==> config.mk <==
export PLATFORM = sky130hd
export DESIGN_NAME = alu_frame_rx_flat
export DESIGN_NICKNAME = d
export VERILOG_FILES = /design/src/rtl/alu_frame_rx_if.sv /design/src/rtl/alu_frame_rx.sv /design/src/flat_wrapper.sv
export SDC_FILE = /design/constraint.sdc
export NUM_CORES = 1
export LEC_CHECK = 0
export BUFFER_PORTS_ARGS = -buffer_cell sky130_fd_sc_hd__buf_4
export CELL_PAD_IN_SITES_DETAIL_PLACEMENT = 1
export CELL_PAD_IN_SITES_GLOBAL_PLACEMENT = 1
export CORE_MARGIN = 2
export CORE_UTILIZATION = 49
export CTS_CLUSTER_DIAMETER = 80
export DETAILED_ROUTE_END_ITERATION = 6
export MAX_ROUTING_LAYER = met4
export PLACE_DENSITY_LB_ADDON = 0.12
export SETUP_SLACK_MARGIN = 0.2
export SLEW_MARGIN = 10
export SYNTH_ARGS = -nofsm -noshare
export SYNTH_HDL_FRONTEND = slang
export SYNTH_SLANG_ARGS = --single-unit
==> constraint.sdc <==
create_clock -name clk -period 13.8 [get_ports clk]
set_clock_uncertainty 0.1 [all_clocks]
set_input_delay 1.38 -clock clk [delete_from_list [all_inputs] [get_ports clk]]
set_output_delay 1.38 -clock clk [all_outputs]
set_load 0.01 [all_outputs]
==> src/rtl/alu_frame_rx_if.sv <==
// ---------------------------------------------------------------------------
// alu_frame_rx_if
// Bundles the serial command line and the decoded-result handshake of
// alu_frame_rx into one interface.
//
// Signals
//   sin        : serial command line, idle high (driven by the slave side)
//   out_ready  : consumer accepts the held result (driven by the slave side)
//   out_valid  : decoded command available
//   a_data     : operand A, 32 bits, reassembled MSB-first
//   b_data     : operand B, 32 bits, reassembled MSB-first
//   op         : 3-bit opcode from the command frame
//   err_data   : command arrived with a data-frame count other than 8
//   err_crc    : CRC4 mismatch
//   err_op     : opcode has OP[1] set (unsupported)
//   overrun    : one-cycle pulse, a finished command was dropped
//
// Handshake: a result transfers in the cycle where out_valid && out_ready are
// both high on a rising clk edge. While out_valid is high and out_ready is
// low, out_valid and every result/error output hold their value. out_valid
// never waits on out_ready to rise, and out_ready may be held high freely.
//
// Modports
//   master : the receiver (alu_frame_rx)
//   slave  : the line driver / result consumer
// ---------------------------------------------------------------------------
interface alu_frame_rx_if;
  logic        sin;
  logic        out_ready;
  logic        out_valid;
  logic [31:0] a_data;
  logic [31:0] b_data;
  logic [2:0]  op;
  logic        err_data;
  logic        err_crc;
  logic        err_op;
  logic        overrun;

  modport master (
    input  sin,
    input  out_ready,
    output out_valid,
    output a_data,
    output b_data,
    output op,
    output err_data,
    output err_crc,
    output err_op,
    output overrun
  );

  modport slave (
    output sin,
    output out_ready,
    input  out_valid,
    input  a_data,
    input  b_data,
    input  op,
    input  err_data,
    input  err_crc,
    input  err_op,
    input  overrun
  );
endinterface

==> src/rtl/alu_frame_rx.sv <==
// ---------------------------------------------------------------------------
// alu_frame_rx
// Receives 11-bit serial frames (start 0, type, D7..D0, stop 1), one bit per
// clk. Eight data frames carry B[31:0] then A[31:0] MSB-first; a command frame
// carries {rsvd, OP[2:0], CRC[3:0]}. On a command frame the receiver checks
// the data count, a CRC4 (x^4+x+1, init 0) over {B, A, 1'b1, OP} and the
// opcode, then presents a registered result on a valid/ready handshake.
//
// Parameters
//   TIMEOUT_CYC : idle-line cycles after which a partial command is dropped
//                 (only active when ALU_FRAME_RX_TIMEOUT_EN is defined)
//
// Ports
//   clk       : single clock, rising edge
//   rst       : asynchronous, active-high reset
//   bus       : alu_frame_rx_if.master (sin, out_ready, result outputs)
//   dbg_state : current frame FSM state (0 IDLE, 1 TYPE, 2 DATA, 3 STOP)
//
// Build option
//   ALU_FRAME_RX_TIMEOUT_EN : when defined, TIMEOUT_CYC consecutive idle-high
//   cycles in IDLE with partial data clear the data counter and CRC state.
// ---------------------------------------------------------------------------
module alu_frame_rx #(
  parameter int TIMEOUT_CYC = 64
) (
  input  logic         clk,
  input  logic         rst,
  alu_frame_rx_if.master bus,
  output logic [1:0]   dbg_state
);

  typedef enum logic [1:0] {
    S_IDLE = 2'd0,
    S_TYPE = 2'd1,
    S_DATA = 2'd2,
    S_STOP = 2'd3
  } state_t;

  // One serial CRC4 step, MSB-first, polynomial x^4+x+1.
  function automatic logic [3:0] crc_step(input logic [3:0] c, input logic b);
    logic fb;
    fb = c[3] ^ b;
    return {c[2], c[1], c[0] ^ fb, fb};
  endfunction

  state_t      state_q, state_d;
  logic [2:0]  bit_cnt_q, bit_cnt_d;
  logic        type_q, type_d;
  logic [7:0]  byte_q, byte_d;
  logic [63:0] shreg_q, shreg_d;
  logic [3:0]  dcnt_q, dcnt_d;
  logic [3:0]  crc_q, crc_d;
  logic        brk_q, brk_d;     // bad stop seen: wait for line high
  logic        valid_q, valid_d;
  logic [31:0] a_q, a_d;
  logic [31:0] b_q, b_d;
  logic [2:0]  op_q, op_d;
  logic        errd_q, errd_d;
  logic        errc_q, errc_d;
  logic        erro_q, erro_d;
  logic        ovr_q, ovr_d;

`ifdef ALU_FRAME_RX_TIMEOUT_EN
  localparam int TW = (TIMEOUT_CYC < 2) ? 1 : $clog2(TIMEOUT_CYC + 1);
  logic [TW-1:0] to_q, to_d;
`else
  // Timeout disabled: the parameter stays only so instantiations are
  // identical in both builds.
  if (TIMEOUT_CYC < 0) begin : g_timeout_unused
  end
`endif

  // -------------------------------------------------------------------------
  // FSM state register
  // -------------------------------------------------------------------------
  always_ff @(posedge clk or posedge rst) begin
    if (rst) state_q <= S_IDLE;
    else     state_q <= state_d;
  end

  // -------------------------------------------------------------------------
  // FSM next state
  // -------------------------------------------------------------------------
  always_comb begin
    state_d = state_q;
    case (state_q)
      S_IDLE: if (!bus.sin && !brk_q) state_d = S_TYPE;
      S_TYPE: state_d = S_DATA;
      S_DATA: if (bit_cnt_q == 3'd7) state_d = S_STOP;
      S_STOP: state_d = S_IDLE;
      default: state_d = S_IDLE;
    endcase
  end

  // -------------------------------------------------------------------------
  // FSM outputs / datapath next values
  // -------------------------------------------------------------------------
  always_comb begin
    bit_cnt_d = bit_cnt_q;
    type_d    = type_q;
    byte_d    = byte_q;
    shreg_d   = shreg_q;
    dcnt_d    = dcnt_q;
    crc_d     = crc_q;
    brk_d     = brk_q;
    valid_d   = valid_q;
    a_d       = a_q;
    b_d       = b_q;
    op_d      = op_q;
    errd_d    = errd_q;
    errc_d    = errc_q;
    erro_d    = erro_q;
    ovr_d     = 1'b0;
`ifdef ALU_FRAME_RX_TIMEOUT_EN
    to_d      = '0;
`endif

    // Acceptance first; a command finishing this same cycle overrides it.
    if (valid_q && bus.out_ready) valid_d = 1'b0;

    case (state_q)
      S_IDLE: begin
        if (bus.sin) brk_d = 1'b0;
`ifdef ALU_FRAME_RX_TIMEOUT_EN
        if (bus.sin && dcnt_q != 4'd0) begin
          if (to_q == TW'(TIMEOUT_CYC - 1)) begin
            dcnt_d = 4'd0;
            crc_d  = 4'd0;
          end else begin
            to_d = to_q + TW'(1);
          end
        end
`endif
      end

      S_TYPE: begin
        type_d    = bus.sin;
        bit_cnt_d = 3'd0;
      end

      S_DATA: begin
        byte_d    = {byte_q[6:0], bus.sin};
        bit_cnt_d = bit_cnt_q + 3'd1;
        if (!type_q) begin
          crc_d = crc_step(crc_q, bus.sin);
        end else if (bit_cnt_q == 3'd0) begin
          // The reserved bit slot is where the fixed '1' enters the CRC.
          crc_d = crc_step(crc_q, 1'b1);
        end else if (bit_cnt_q <= 3'd3) begin
          crc_d = crc_step(crc_q, bus.sin);   // OP[2:0]
        end
      end

      S_STOP: begin
        if (!bus.sin) begin
          // Broken frame: drop the whole partial command.
          dcnt_d  = 4'd0;
          crc_d   = 4'd0;
          shreg_d = '0;
          brk_d   = 1'b1;
        end else if (!type_q) begin
          shreg_d = {shreg_q[55:0], byte_q};
          if (dcnt_q != 4'd9) dcnt_d = dcnt_q + 4'd1;
        end else begin
          dcnt_d = 4'd0;
          crc_d  = 4'd0;
          if (!valid_q || bus.out_ready) begin
            valid_d = 1'b1;
            errd_d  = 1'b0;
            errc_d  = 1'b0;
            erro_d  = 1'b0;
            if (dcnt_q != 4'd8) begin
              errd_d = 1'b1;
              a_d    = '0;
              b_d    = '0;
              op_d   = '0;
            end else begin
              b_d  = shreg_q[63:32];
              a_d  = shreg_q[31:0];
              op_d = byte_q[6:4];
              if (crc_q != byte_q[3:0]) errc_d = 1'b1;
              else if (byte_q[5])       erro_d = 1'b1;
            end
          end else begin
            ovr_d = 1'b1;
          end
        end
      end

      default: ;
    endcase
  end

  // -------------------------------------------------------------------------
  // Datapath registers
  // -------------------------------------------------------------------------
  always_ff @(posedge clk or posedge rst) begin
    if (rst) begin
      bit_cnt_q <= '0;
      type_q    <= 1'b0;
      byte_q    <= '0;
      shreg_q   <= '0;
      dcnt_q    <= '0;
      crc_q     <= '0;
      brk_q     <= 1'b0;
      valid_q   <= 1'b0;
      a_q       <= '0;
      b_q       <= '0;
      op_q      <= '0;
      errd_q    <= 1'b0;
      errc_q    <= 1'b0;
      erro_q    <= 1'b0;
      ovr_q     <= 1'b0;
`ifdef ALU_FRAME_RX_TIMEOUT_EN
      to_q      <= '0;
`endif
    end else begin
      bit_cnt_q <= bit_cnt_d;
      type_q    <= type_d;
      byte_q    <= byte_d;
      shreg_q   <= shreg_d;
      dcnt_q    <= dcnt_d;
      crc_q     <= crc_d;
      brk_q     <= brk_d;
      valid_q   <= valid_d;
      a_q       <= a_d;
      b_q       <= b_d;
      op_q      <= op_d;
      errd_q    <= errd_d;
      errc_q    <= errc_d;
      erro_q    <= erro_d;
      ovr_q     <= ovr_d;
`ifdef ALU_FRAME_RX_TIMEOUT_EN
      to_q      <= to_d;
`endif
    end
  end

  assign bus.out_valid = valid_q;
  assign bus.a_data    = a_q;
  assign bus.b_data    = b_q;
  assign bus.op        = op_q;
  assign bus.err_data  = errd_q;
  assign bus.err_crc   = errc_q;
  assign bus.err_op    = erro_q;
  assign bus.overrun   = ovr_q;
  assign dbg_state     = state_q;

endmodule

==> src/flat_wrapper.sv <==
// flat-port wrapper written by rule: the top's interface ports become plain ports
module alu_frame_rx_flat 
#(
  parameter int TIMEOUT_CYC = 64
)
  (clk, rst, dbg_state, bus_sin, bus_out_ready, bus_out_valid, bus_a_data, bus_b_data, bus_op, bus_err_data, bus_err_crc, bus_err_op, bus_overrun);
  alu_frame_rx_if bus_i ();
  input  logic clk;
  input  logic rst;
  output logic [1:0] dbg_state;
  input wire logic [$bits(bus_i.sin)-1:0] bus_sin;
  input wire logic [$bits(bus_i.out_ready)-1:0] bus_out_ready;
  output wire logic [$bits(bus_i.out_valid)-1:0] bus_out_valid;
  output wire logic [$bits(bus_i.a_data)-1:0] bus_a_data;
  output wire logic [$bits(bus_i.b_data)-1:0] bus_b_data;
  output wire logic [$bits(bus_i.op)-1:0] bus_op;
  output wire logic [$bits(bus_i.err_data)-1:0] bus_err_data;
  output wire logic [$bits(bus_i.err_crc)-1:0] bus_err_crc;
  output wire logic [$bits(bus_i.err_op)-1:0] bus_err_op;
  output wire logic [$bits(bus_i.overrun)-1:0] bus_overrun;
  assign bus_i.sin = bus_sin;
  assign bus_i.out_ready = bus_out_ready;
  assign bus_out_valid = bus_i.out_valid;
  assign bus_a_data = bus_i.a_data;
  assign bus_b_data = bus_i.b_data;
  assign bus_op = bus_i.op;
  assign bus_err_data = bus_i.err_data;
  assign bus_err_crc = bus_i.err_crc;
  assign bus_err_op = bus_i.err_op;
  assign bus_overrun = bus_i.overrun;
  alu_frame_rx #(.TIMEOUT_CYC(TIMEOUT_CYC)) u_core (.clk(clk), .rst(rst), .bus(bus_i), .dbg_state(dbg_state));
endmodule
== Yosys cells after proc, flatten, opt, wreduce, memory -nomap -nowiden ==
Index checks and enable logic that the tools add are counted.

* Output and inout port bits: 74
* Register bits after elaboration: 159
* Input port bits: 4

* Add/sub/neg operators: 2
* Reduce and logical (&&, ||, !) cells: 17
* Order comparisons: 1
* Mux-type cells: 36
* Bitwise operators: 4
* Equality and inequality tests: 15

{| class="wikitable"
|+ Operator list
! operator !! number
|-
| 2-to-1 mux 64 bit || 2
|-
| 2-to-1 mux 32 bit || 2
|-
| 2-to-1 mux 4 bit || 8
|-
| 2-to-1 mux 1 bit || 17
|-
| inequality test 4 bit (second input constant) || 3
|-
| one-hot mux 2 bit (4 select lines) || 1
|-
| one-hot mux 4 bit (2 select lines) || 1
|-
| inequality test 2 bit (second input constant) || 3
|-
| one-hot mux 3 bit (2 select lines) || 1
|-
| AND reduction 2 bit || 3
|-
| AND reduction 3 bit || 2
|-
| nonzero test 2 bit || 3
|-
| adder 4 x 1 -> 4 bit (second input constant) || 1
|-
| equality test 2 bit (second input constant) || 2
|-
| 2-to-1 mux 2 bit || 2
|-
| inequality test 2 x 1 -> 1 bit (second input constant) || 2
|-
| inequality test 4 bit || 1
|-
| AND reduction 4 bit || 1
|-
| adder 3 x 1 -> 3 bit (second input constant) || 1
|-
| equality test 3 bit (second input constant) || 1
|-
| <= comparator 3 x 2 -> 1 bit (second input constant) || 1
|-
| zero test 1 bit || 3
|-
| zero test 3 bit || 1
|-
| 2-to-1 mux 3 bit || 1
|-
| other kinds (9) || 12
|}

== Depth between registers and ports, before layout ==
Gate-level depths: netlist of run 1.

* Word-level depth: 6
* Gate-level depth with buffers: 8
* Mapped depth without buffers: 6

== Worst setup path before layout of run 1 ==
Ideal clock, no wire load.

* Path kind: input-to-reg
* From: input port bus_sin
* To: register u_core.crc_q[2]
* Cell stages on the path: 5
* Slack: 11283 ps
* Buffers on the path: 1
* Arrival time: 2292 ps
* Path through: nand2b_2 -> nor2_2 -> or3_1 -> buf_2 -> mux2_4

* Cells in the longest elaborated chain, start to end: 2
* Elaborated cells between the ends (all ways): 4

{| class="wikitable"
|+ RTL lines
! element !! line !! source
|-
| from (decl) || flat_wrapper.sv:11 || <nowiki>input wire logic [$bits(bus_i.sin)-1:0] bus_sin;</nowiki>
|-
| inequality test 3 x 2 -> 1 bit (no line) / 2-to-1 mux 4 bit (equally long branches) || -- ||
|-
| AND reduction 3 bit (no line) / one-hot mux 4 bit (2 select lines) (equally long branches) || -- ||
|-
| to (signal assigned) || alu_frame_rx.sv:223 || <nowiki>crc_q <= crc_d;</nowiki>
|-
| to (decl) || alu_frame_rx.sv:52 || <nowiki>logic [3:0] crc_q, crc_d;</nowiki>
|}

Parallel ways exist; a longest one is shown, timed or not.
A chain may end at the register's enable or synchronous reset.

== Final worst setup path of run 1 ==
* From: input port bus_out_ready
* To: register u_core.b_q[15] (netlist: u_core.bus.b_data[15])

* Cells in the longest elaborated chain, start to end: 2

{| class="wikitable"
|+ RTL lines
! element !! line !! source
|-
| from (decl) || flat_wrapper.sv:12 || <nowiki>input wire logic [$bits(bus_i.out_ready)-1:0] bus_out_ready;</nowiki>
|-
| logical OR 1 bit || alu_frame_rx.sv:167 || <nowiki>if (!valid_q || bus.out_ready) begin</nowiki>
|-
| AND reduction 4 bit (no line) || -- ||
|-
| to (signal assigned) || alu_frame_rx.sv:208 || <nowiki>b_q <= '0;</nowiki>
|-
| to (signal assigned) || alu_frame_rx.sv:227 || <nowiki>b_q <= b_d;</nowiki>
|-
| to (decl) || alu_frame_rx.sv:56 || <nowiki>logic [31:0] b_q, b_d;</nowiki>
|}

Every way passes these cells.

==> results of run 1 <==
[cell type report]
class                      count  area share (%)
sequential                   159           52.85
multi-input combinational    353           27.61
timing repair buffer          82           8.177
clock buffer                  21           6.382
tap                          172           2.859
clock inverter                10           1.463
inverter                      12          0.6648
[state kept, by name, indices dropped and copies added, names as in the netlist]
signal,count
u_core.byte_q,8
u_core.bus.err_op,1
u_core.dcnt_q,4
u_core.bus.err_data,1
u_core.bus.b_data,32
u_core.brk_q,1
u_core.type_q,1
u_core.bus.overrun,1
u_core.bus.a_data,32
u_core.crc_q,4
u_core.shreg_q,64
u_core.bus.err_crc,1
u_core.bit_cnt_q,3
u_core.dbg_state,2
u_core.bus.op,3
u_core.bus.out_valid,1
[layout by cell type, fill, tap and decap left out, drive strengths merged, types with 2 or more instances in the layout]
master / count
nand3b: 3
buf: 82
inv: 13
mux2i: 2
clkinv: 6
a22o: 64
nand2b: 3
o21ai: 81
mux2: 12
xnor2: 6
ha: 11
o31ai: 3
bufinv: 2
dfrtp: 159
nor2b: 3
clkbuf: 21
nor2: 4
nand3: 5
nand2: 147
[final timing paths]
check,start,end,cells after the start
worst max register to register,u_core.dbg_state[0],u_core.bus.b_data[15],5
worst min-delay path,u_core.bus.b_data[26],u_core.bus.b_data[26],2
worst max-delay path,bus_out_ready,u_core.bus.b_data[15],5
max in group asynchronous,rst,u_core.dcnt_q[1],3
min in group asynchronous,rst,u_core.bus.b_data[27],2
worst min register to register,u_core.bus.b_data[26],u_core.bus.b_data[26],2
[metrics by stage]
| stage | area (um^2) | util, % | setup slack, ps | std cells | total power (W) |
|---|---|---|---|---|---|
| final | 7528 | 60.15 | 10930 | 809 | 0.001289 |
| after detailed placement | 6938 | 55.43 | 10470 | 778 | 0.0008298 |
| after global placement | 6938 | 55.43 | 10580 | 778 | 0.0008115 |
| after CTS | 7528 | 60.15 | 10900 | 809 | 0.001300 |
| after global routing | 7528 | 60.15 | 10730 | 809 | 0.001351 |
| after floorplan | 6248 | - | 8028 | 563 | 0.0007595 |
[power by group through the flow]
stage,Clock (W),Sequential [W],Combinational [W]
5_1_grt,0.000489,0.000593,0.000269
3_3_place_gp,0,0.000586,0.000225
4_1_cts,0.000471,0.000583,0.000245
2_1_floorplan,0,0.000571,0.000188
3_5_place_dp,0,0.000590,0.000240
6_report,0.000466,0.000583,0.000240
[cell families after synthesis]
family,after synthesis
flops,159
mux,14
simple gates,169
buf+inv,51
xor+xnor,6
fa+ha+maj,11
compound gates,153
[worst min-delay path, cell delays in order (launching register included)]
cell and delay [ps]:
dfrtp_1 340, nand2_1 50, o21ai_1 60
[per-layer routing]
| layer | share of wire (%) | global-route usage (%) |
|---|---|---|
| met1 | 45 | 30.07 |
| met2 | 51 | 37.34 |
| met3 | 2.9 | 3.965 |
| met4 | 1.0 | 6.980 |
| met5 | 0 | - |
==> results.json, run 1 <==
{
  "cts-root-buf": "clkbuf_16",
  "synth_seq_cells": 159,
  "cts_tree": "yes",
  "multi_input_area_um2": 2078,
  "syn2layout_area_growth_pct": 20.48,
  "yosysWarnings": 0,
  "synth_fp_nets": 578,
  "clock_path_buffers": 2,
  "numCtsBuffers": 17,
  "crit_top_cell": "buf_4",
  "crit_path_start_kind": "input pin",
  "num_vias": 4383,
  "synth_top_area_share_pct": 63.68,
  "status": "finished, final reports clean",
  "grt_overflow_total": 0,
  "die_x_um": 116.9,
  "core_um2": 12520,
  "synthArstFlopShare_pct": 100.0,
  "seq_area_frac_synth_pct": 63.68,
  "netlist_top_cells_count": "dfrtp_1, nand2_1, a22o_1",
  "fillers": 1372,
  "die_area_um2": 13670,
  "clock_sinks": 159,
  "synth_xor_area_share_pct": 0.8410,
  "max_stage_delay_ps": 600,
  "cts.clk_slew.worst_paths_ps": 60,
  "register_area_um2": 3979,
  "port_buffers": 77,
  "htree_levels": 4,
  "tightestPinTransition_ps": 1037,
  "powerDensity_nw_per_um2": 171.3,
  "crit_slowest_cell": "buf_4",
  "crit_chain": "buf_4 > nand2b_1 > nand2b_4 > buf_4 > o21ai_0",
  "synth.area.top_cells": "dfrtp_1, a22o_1, nand2_1, o21ai_0, ha_1",
  "dr.pass1.iters": 4,
  "fmax_ghz": 0.3485,
  "antenna_left": 0,
  "finalCritPeriodShare_pct": 20.79,
  "grt_max_degree": 85,
  "avgSynthCellArea_um2": 11.10,
  "finalSetupViolations": 0,
  "ir_worst_vdd_mv": 0.1205,
  "synth.area.mux_share_pct": 2.603,
  "end_kind": "flop",
  "slew_headroom_pct": 30.90,
  "cp_max_fo": 71,
  "switching_power_w": 0.0003809,
  "synth.most_common_cell": "dfrtp_1",
  "rsz0062_at_grt": "false",
  "postCtsHoldBufs": 0,
  "synth_compound_area_share_pct": 16.40,
  "fin_crit_ps": 2869,
  "drv_cap": 0,
  "die_h_um": 116.9,
  "antenna_found_initial": 0,
  "drtIter0Drc": 227,
  "dp_hpwl_mm": 8.885,
  "yosysUniqueCellTypes": 32,
  "intPower_w": 0.0009084,
  "pwr-share-clk_pct": 36.1,
  "worstPathArrival_ps": 3020,
  "start_util_pct": 49.92,
  "hold_viol": 0,
  "via_per_inst": 5.418,
  "grt_pass1_wl_mm": 23.32,
  "p_sw_share_pct": 29.55,
  "track_usage_pct": 23.05,
  "worst-path-buf-inv": 2,
  "cts_resized": 0,
  "synth_cells": 563,
  "pwr-share-seq_pct": 45.2,
  "syn-cell-area_um2": 6248,
  "yosys.area_share.adder_pct": 2.203,
  "diodes": 0,
  "synth_top_family_by_area": "compound AO/OA/AOI/OAI gates",
  "hold_path.class": "flop to flop",
  "maxSlewViolCount": 0,
  "io-pin-count": 78,
  "drive_gt1_share_pct": 20.57,
  "synth_flop_cell": "dfrtp_1",
  "rrSetupSlack_ps": 11130,
  "fin_nets": 640,
  "combPwrFrac_pct": 18.6,
  "p_leak_nw": 3.555,
  "cts_setup_buffers": 0,
  "drc_errors": 0,
  "row_count": 41,
  "crit_family": "buffers and inverters",
  "critPathRequiredTime_ps": 13960,
  "place_congestion": 0.7439,
  "grt_pass1_vias": 4448,
  "crit_type": "input pin to flop",
  "worst_hold_slack_ps": 383.2,
  "wl_per_cell_um": 17.71,
  "clk-insertion-delay-late_ps": 410,
  "setup_tns_ps": 0,
  "synth_top_area_cell": "dfrtp_1",
  "synth_simple_gate_area_share_pct": 11.07,
  "wl_mm": 14.33,
  "synth_enable_flop_cells": 0
}
Note: power is estimated with default switching activity, not from simulation.
==> run 2, diff against run 1 <==
--- a/config.mk
+++ b/config.mk
@@ -9,7 +9,7 @@
 export CELL_PAD_IN_SITES_DETAIL_PLACEMENT = 1
 export CELL_PAD_IN_SITES_GLOBAL_PLACEMENT = 1
 export CORE_MARGIN = 2
-export CORE_UTILIZATION = 49
+export CORE_UTILIZATION = 41
 export CTS_CLUSTER_DIAMETER = 80
 export DETAILED_ROUTE_END_ITERATION = 6
 export MAX_ROUTING_LAYER = met4
==> constraint.sdc (replaced) <==
create_clock -name clk -period 2.63 [get_ports clk]
set_clock_uncertainty 0.1 [all_clocks]
set_input_delay 0.263 -clock clk [delete_from_list [all_inputs] [get_ports clk]]
set_output_delay 0.263 -clock clk [all_outputs]
set_load 0.01 [all_outputs]
==> run 2 against run 1 <==
  * Combinational power increased to 5.5 times the previous value
  * Core utilization fell by 9.0 points
  * Via count fell by 0.55%
  * Flip-flop and latch count is the same
  * Register-to-register slack got worse by 11000 ps
  * Design area grew 2.2%
  * Worst hold slack worse by 360 ps
  * Die area increased by 19%
  * Power rose to 5.4 times the previous value
  * Critical endpoint is now u_core.bus.b_data[11]
  * Largest power group unchanged
==> results.json, run 2 (synthesized netlist as in run 1, its figures left out) <==
{
  "status": "finished, final reports clean",
  "power_w": 0.006944,
  "setup_tns_ps": 0,
  "pwr-share-seq_pct": 44.2,
  "tightestPinTransition_ps": 620.7,
  "fillers": 1603,
  "layout_commonest_cell": "dfrtp_1",
  "critPathRequiredTime_ps": 2820,
  "dp_hpwl_mm": 9.473,
  "slew_headroom_pct": 58.62,
  "maxSlewViolCount": 0,
  "io-pin-count": 78,
  "fin_crit_ps": 2160,
  "die_x_um": 127.5,
  "crit_slowest_cell": "ha_1",
  "pwr-share-clk_pct": 36.9,
  "regMostFlops": "u_core.shreg_q",
  "cts_resized": 0,
  "crit_path_start_kind": "flop",
  "worst_hold_path.num_cells": 2,
  "track_usage_pct": 19.92,
  "cts-root-buf": "clkbuf_16",
  "p_leak_nw": 3.617,
  "via_per_inst": 5.245,
  "largest_reg_flops": 64,
  "num_vias": 4359,
  "hold_viol": 0,
  "clk-insertion-delay-late_ps": 430,
  "worstPathArrival_ps": 2350,
  "switching_power_w": 0.002032,
  "ir_worst_vdd_mv": 0.6129,
  "grt_pass1_vias": 4505,
  "antenna_left": 0,
  "rsz0062_at_grt": "false",
  "drive_gt1_share_pct": 21.15,
  "place_congestion": 0.7442,
  "antenna_found_initial": 0,
  "finalCritPeriodShare_pct": 82.14,
  "drc_errors": 0,
  "htree_levels": 4,
  "wl_mm": 14.50,
  "diodes": 0,
  "die_h_um": 127.5,
  "numCtsBuffers": 17,
  "core_um2": 15030,
  "wl_per_cell_um": 17.45,
  "cts.clk_slew.worst_paths_ps": 60,
  "grt_max_degree": 113,
  "row_count": 45,
  "crit_type": "flop to flop",
  "layout_common_cells": "dfrtp_1, nand2_1, buf_4",
  "clock_sinks": 159,
  "clock_path_buffers": 2,
  "end_kind": "flop",
  "drtIter0Drc": 263,
  "cts_tree": "yes",
  "cp_max_fo": 60,
  "p_sw_share_pct": 29.26,
  "grt_pass1_wl_mm": 24.46,
  "combPwrFrac_pct": 18.9,
  "start_util_pct": 41.56,
  "ff2ff_path_depth": 6,
  "max_stage_delay_ps": 480,
  "drv_cap": 0,
  "fin_nets": 646,
  "worst_hold_slack_ps": 24.75,
  "syn2layout_area_growth_pct": 23.15,
  "intPower_w": 0.004912,
  "powerDensity_nw_per_um2": 902.4,
  "hold_path.class": "input pin to flop",
  "finalSetupViolations": 0,
  "die_area_um2": 16240,
  "crit_chain": "ha_1 > nand3_1 > nand2b_4 > buf_12 > nand2_1 > o21ai_0",
  "port_buffers": 77,
  "dr.pass1.iters": 4,
  "fmax_ghz": 0.4629,
  "grt_overflow_total": 0
}
[run 2: cell count changes in the layout (fill, tap and decap cells not counted)]
| cell | before | now |
|---|---|---|
| buf_4 | 82 | 81 |
| inv_6 | 2 | 0 |
| clkinv_2 | 5 | 4 |
| bufinv_16 | 2 | 3 |
| dlygate4sd3_1 | 0 | 1 |
| clkinvlp_4 | 1 | 2 |
| buf_12 | 0 | 6 |
| clkinv_4 | 1 | 2 |
[run 2: metal layers]
layer	global-route usage, %	share of wire, %	vias to the layer above
met5	-	0	-
met4	7.951	1.7	0
li1	-	-	2066
met1	27.08	48	2208
met2	29.66	47	66
met3	3.853	3.0	19
[run 2: path summary, 6_finish.rpt]
kind	from	to	slack [ps]
min reg2reg	u_core.bus.b_data[17]	u_core.bus.b_data[17]	380
min	bus_sin	u_core.brk_q	20
min in group asynchronous	rst	u_core.bus.b_data[29]	460
max in group asynchronous	rst	u_core.bus.a_data[26]	1480
max	u_core.dbg_state[1]	u_core.bus.b_data[11]	470
max reg2reg	u_core.dbg_state[1]	u_core.bus.b_data[11]	470
[run 2: what timing repair did]
item / 4_1_cts / 5_1_grt
setup endpoints to repair: 0 / 0
hold buffers: 1 / 0
hold endpoints to repair: 159 / 0
buffers inserted: 0 / 0
[run 2: power by group through the flow]
stage / clock network (W) / registers, W / logic [W]
4_1_cts: 0.00261 / 0.00307 / 0.00134
5_1_grt: 0.00270 / 0.00312 / 0.00147
3_3_place_gp: 0 / 0.00310 / 0.00125
2_1_floorplan: 0 / 0.00300 / 0.000989
6_report: 0.00256 / 0.00307 / 0.00131
3_5_place_dp: 0 / 0.00311 / 0.00133
[run 2: stage by stage]
step	utilization, %	cells	area, um^2	setup WS, ps
after global routing	51.19	831	7695	306.5
after floorplan	-	563	6252	252.1
after global placement	47.02	799	7069	586.2
after detailed placement	47.02	799	7069	491.0
final	51.19	831	7695	469.7
after CTS	51.19	831	7695	475.5
[run 2: cell type report]
| cell class | count | area (um^2) | area share (%) |
|---|---|---|---|
| flip-flops and latches | 159 | 3979 | 51.71 |
| multi-input cells | 353 | 2078 | 27.01 |
| inverters | 12 | 48.80 | 0.6341 |
| clock inverters | 10 | 135.1 | 1.756 |
| clock buffers | 21 | 480.5 | 6.244 |
| well taps | 188 | 235.2 | 3.057 |
| repair buffers | 88 | 738.2 | 9.593 |
[run 2: worst max-delay path, delay by kind of cell, from the launching register on]
| family | cells | cell delay, ps |
|---|---|---|
| AND/OR/NAND/NOR | 3 | 640 |
| AO/OA/AOI/OAI | 1 | 110 |
| buffers and inverters | 1 | 260 |
| flip-flops | 1 | 410 |
| adder cells (fa/ha/maj) | 1 | 480 |
==> run 3, diff against run 2 <==
--- a/config.mk
+++ b/config.mk
@@ -9,7 +9,7 @@
 export CELL_PAD_IN_SITES_DETAIL_PLACEMENT = 1
 export CELL_PAD_IN_SITES_GLOBAL_PLACEMENT = 1
 export CORE_MARGIN = 2
-export CORE_UTILIZATION = 41
+export CORE_UTILIZATION = 45
 export CTS_CLUSTER_DIAMETER = 80
 export DETAILED_ROUTE_END_ITERATION = 6
 export MAX_ROUTING_LAYER = met4
==> constraint.sdc (replaced) <==
create_clock -name clk -period 2.1 [get_ports clk]
set_clock_uncertainty 0.1 [all_clocks]
set_input_delay 0.21 -clock clk [delete_from_list [all_inputs] [get_ports clk]]
set_output_delay 0.21 -clock clk [all_outputs]
set_load 0.01 [all_outputs]
==> run 3 against run 2 <==
  * Cell count is 0.12% lower
  * First-iteration DRC count is 5.7% higher
  * Combinational power is 40% higher
  * Highest routed layer unchanged
==> results.json, run 3 (synthesized netlist as in run 1, its figures left out) <==
{
  "status": "finished, final reports clean",
  "htree_levels": 4,
  "met3_usage_pct": 4.354,
  "rsz0062_at_grt": "true",
  "dr.pass1.iters": 4,
  "use_met2_pct": 34.15,
  "crit_family": "simple AND/OR/NAND/NOR gates",
  "antenna_found_initial": 0,
  "wl_mm": 14.60,
  "worstPathArrival_ps": 2030,
  "drc_errors": 0,
  "ir_worst_vdd_mv": 0.7171,
  "hold_path.class": "input pin to flop",
  "power_w": 0.008733,
  "die_x_um": 121.8,
  "grt_overflow_total": 0,
  "fin_nets": 654,
  "cts-root-buf": "clkbuf_16",
  "slew_headroom_pct": 67.30,
  "finalSetupViolations": 0,
  "crit_chain": "inv_1 > ha_1 > nand3b_1 > a211oi_2 > or3_4 > mux2_4",
  "layout_commonest_cell": "dfrtp_1",
  "start_util_pct": 45.54,
  "final_area_um2": 7790,
  "drv_cap": 0,
  "io-pin-count": 78,
  "max_stage_delay_ps": 410,
  "worst-path-buf-inv": 1,
  "crit_slowest_cell": "or3_4",
  "maxSlewViolCount": 0,
  "crit_type": "flop to flop",
  "layout.cells.non_filler": 830,
  "core_um2": 13720,
  "wl_per_cell_um": 17.59,
  "regMostFlops": "u_core.shreg_q",
  "cp_max_fo": 4,
  "gr-usage-met1_pct": 27.94,
  "antenna_left": 0,
  "drtIter0Drc": 278,
  "clock_path_buffers": 2,
  "numCtsBuffers": 17,
  "row_count": 43,
  "num_vias": 4406,
  "grt_max_degree": 92,
  "hold_viol": 0,
  "grt_pass1_wl_mm": 23.78,
  "layout_common_cells": "dfrtp_1, nand2_1, buf_4",
  "dpl.cell_count": 794,
  "tightestPinTransition_ps": 490.5,
  "dp_hpwl_mm": 9.400,
  "track_usage_pct": 21.63,
  "grt_pass1_vias": 4523,
  "cts_tree": "yes",
  "dpl_cell_area_um2": 7119,
  "die_h_um": 121.8,
  "clk-insertion-delay-late_ps": 420,
  "cts.clk_slew.worst_paths_ps": 60,
  "powerDensity_nw_per_um2": 1121,
  "syn2layout_area_growth_pct": 24.67,
  "finalCritPeriodShare_pct": 87.10,
  "place_congestion": 0.7580,
  "setup_tns_ps": 0,
  "grt-busiest-layer": "met2",
  "fin_crit_ps": 1829,
  "via_per_inst": 5.308,
  "final_core_util_pct": 56.78,
  "fillers": 1454,
  "p_leak_nw": 3.651,
  "largest_reg_flops": 64,
  "critPathRequiredTime_ps": 2300,
  "clock_sinks": 159,
  "diodes": 0,
  "die_area_um2": 14840,
  "drive_gt1_share_pct": 22.77,
  "end_kind": "flop",
  "crit_path_start_kind": "flop",
  "port_buffers": 77,
  "fmax_ghz": 0.5467
}
## run 3: timing repair
item | 4_1_cts | 5_1_grt
pin swaps | 0 | 1
hold buffers | 2 | 0
gates resized for setup | 3 | 5
setup endpoints to repair | 2 | 122
cloned | 0 | 2
hold endpoints to repair | 161 | 0
buffers inserted | 0 | 2
## run 3: worst register-to-register path, cell delays in order (launching register included)
cell,delay [ps]
dfrtp_1,400
inv_1,90
ha_1,170
nand3b_1,130
a211oi_2,80
or3_4,410
mux2_4,320
## run 3: area by class of cell
class	count	area, um^2	share of cell area (%)
Multi-Input combinational cell	355	2131	27.35
Tap cell	180	225.2	2.891
Clock buffer	18	439.2	5.638
Sequential cell	159	3979	51.08
Clock inverter	12	143.9	1.847
Timing Repair Buffer	94	823.3	10.57
Inverter	12	48.80	0.6264
## run 3: final timing paths
path | endpoint | startpoint | slack [ps] | depth (start not counted)
worst max-delay path | u_core.crc_q[2] | u_core.bit_cnt_q[1] | 270 | 6
worst min-delay path | u_core.bus.overrun | bus_out_ready | 160 | 3
worst max register to register | u_core.crc_q[2] | u_core.bit_cnt_q[1] | 270 | 6
worst min register to register | u_core.bus.b_data[15] | u_core.bus.b_data[15] | 380 | 2
max in group asynchronous | u_core.bus.a_data[19] | rst | 1100 | 4
min in group asynchronous | u_core.bus.b_data[29] | rst | 390 | 4
## run 3: routing by layer
metal	wire (um)	share of wire, %	up-vias
li1	-	-	2086
met1	6653	46	2229
met2	7262	50	70
met3	411	2.8	21
met4	274	1.9	0
met5	0	0	-
## run 3: power by group
group / leakage, nW / internal, W / switching [W] / total, W
Clock: 0.287 / 0.00187 / 0.00119 / 0.00306
Combinational: 1.19 / 0.000834 / 0.000994 / 0.00183
Sequential: 2.18 / 0.00344 / 0.000407 / 0.00385
## run 3: metrics by stage
step / hold slack, ps / worst slack (ps)
finish: 163.9 / 271.0
CTS: 40.38 / 198.6
global placement: 280.5 / 198.8
floorplan: 218.1 / -224.9
global route: 188.7 / 179.2
detailed placement: 281.5 / 80.73
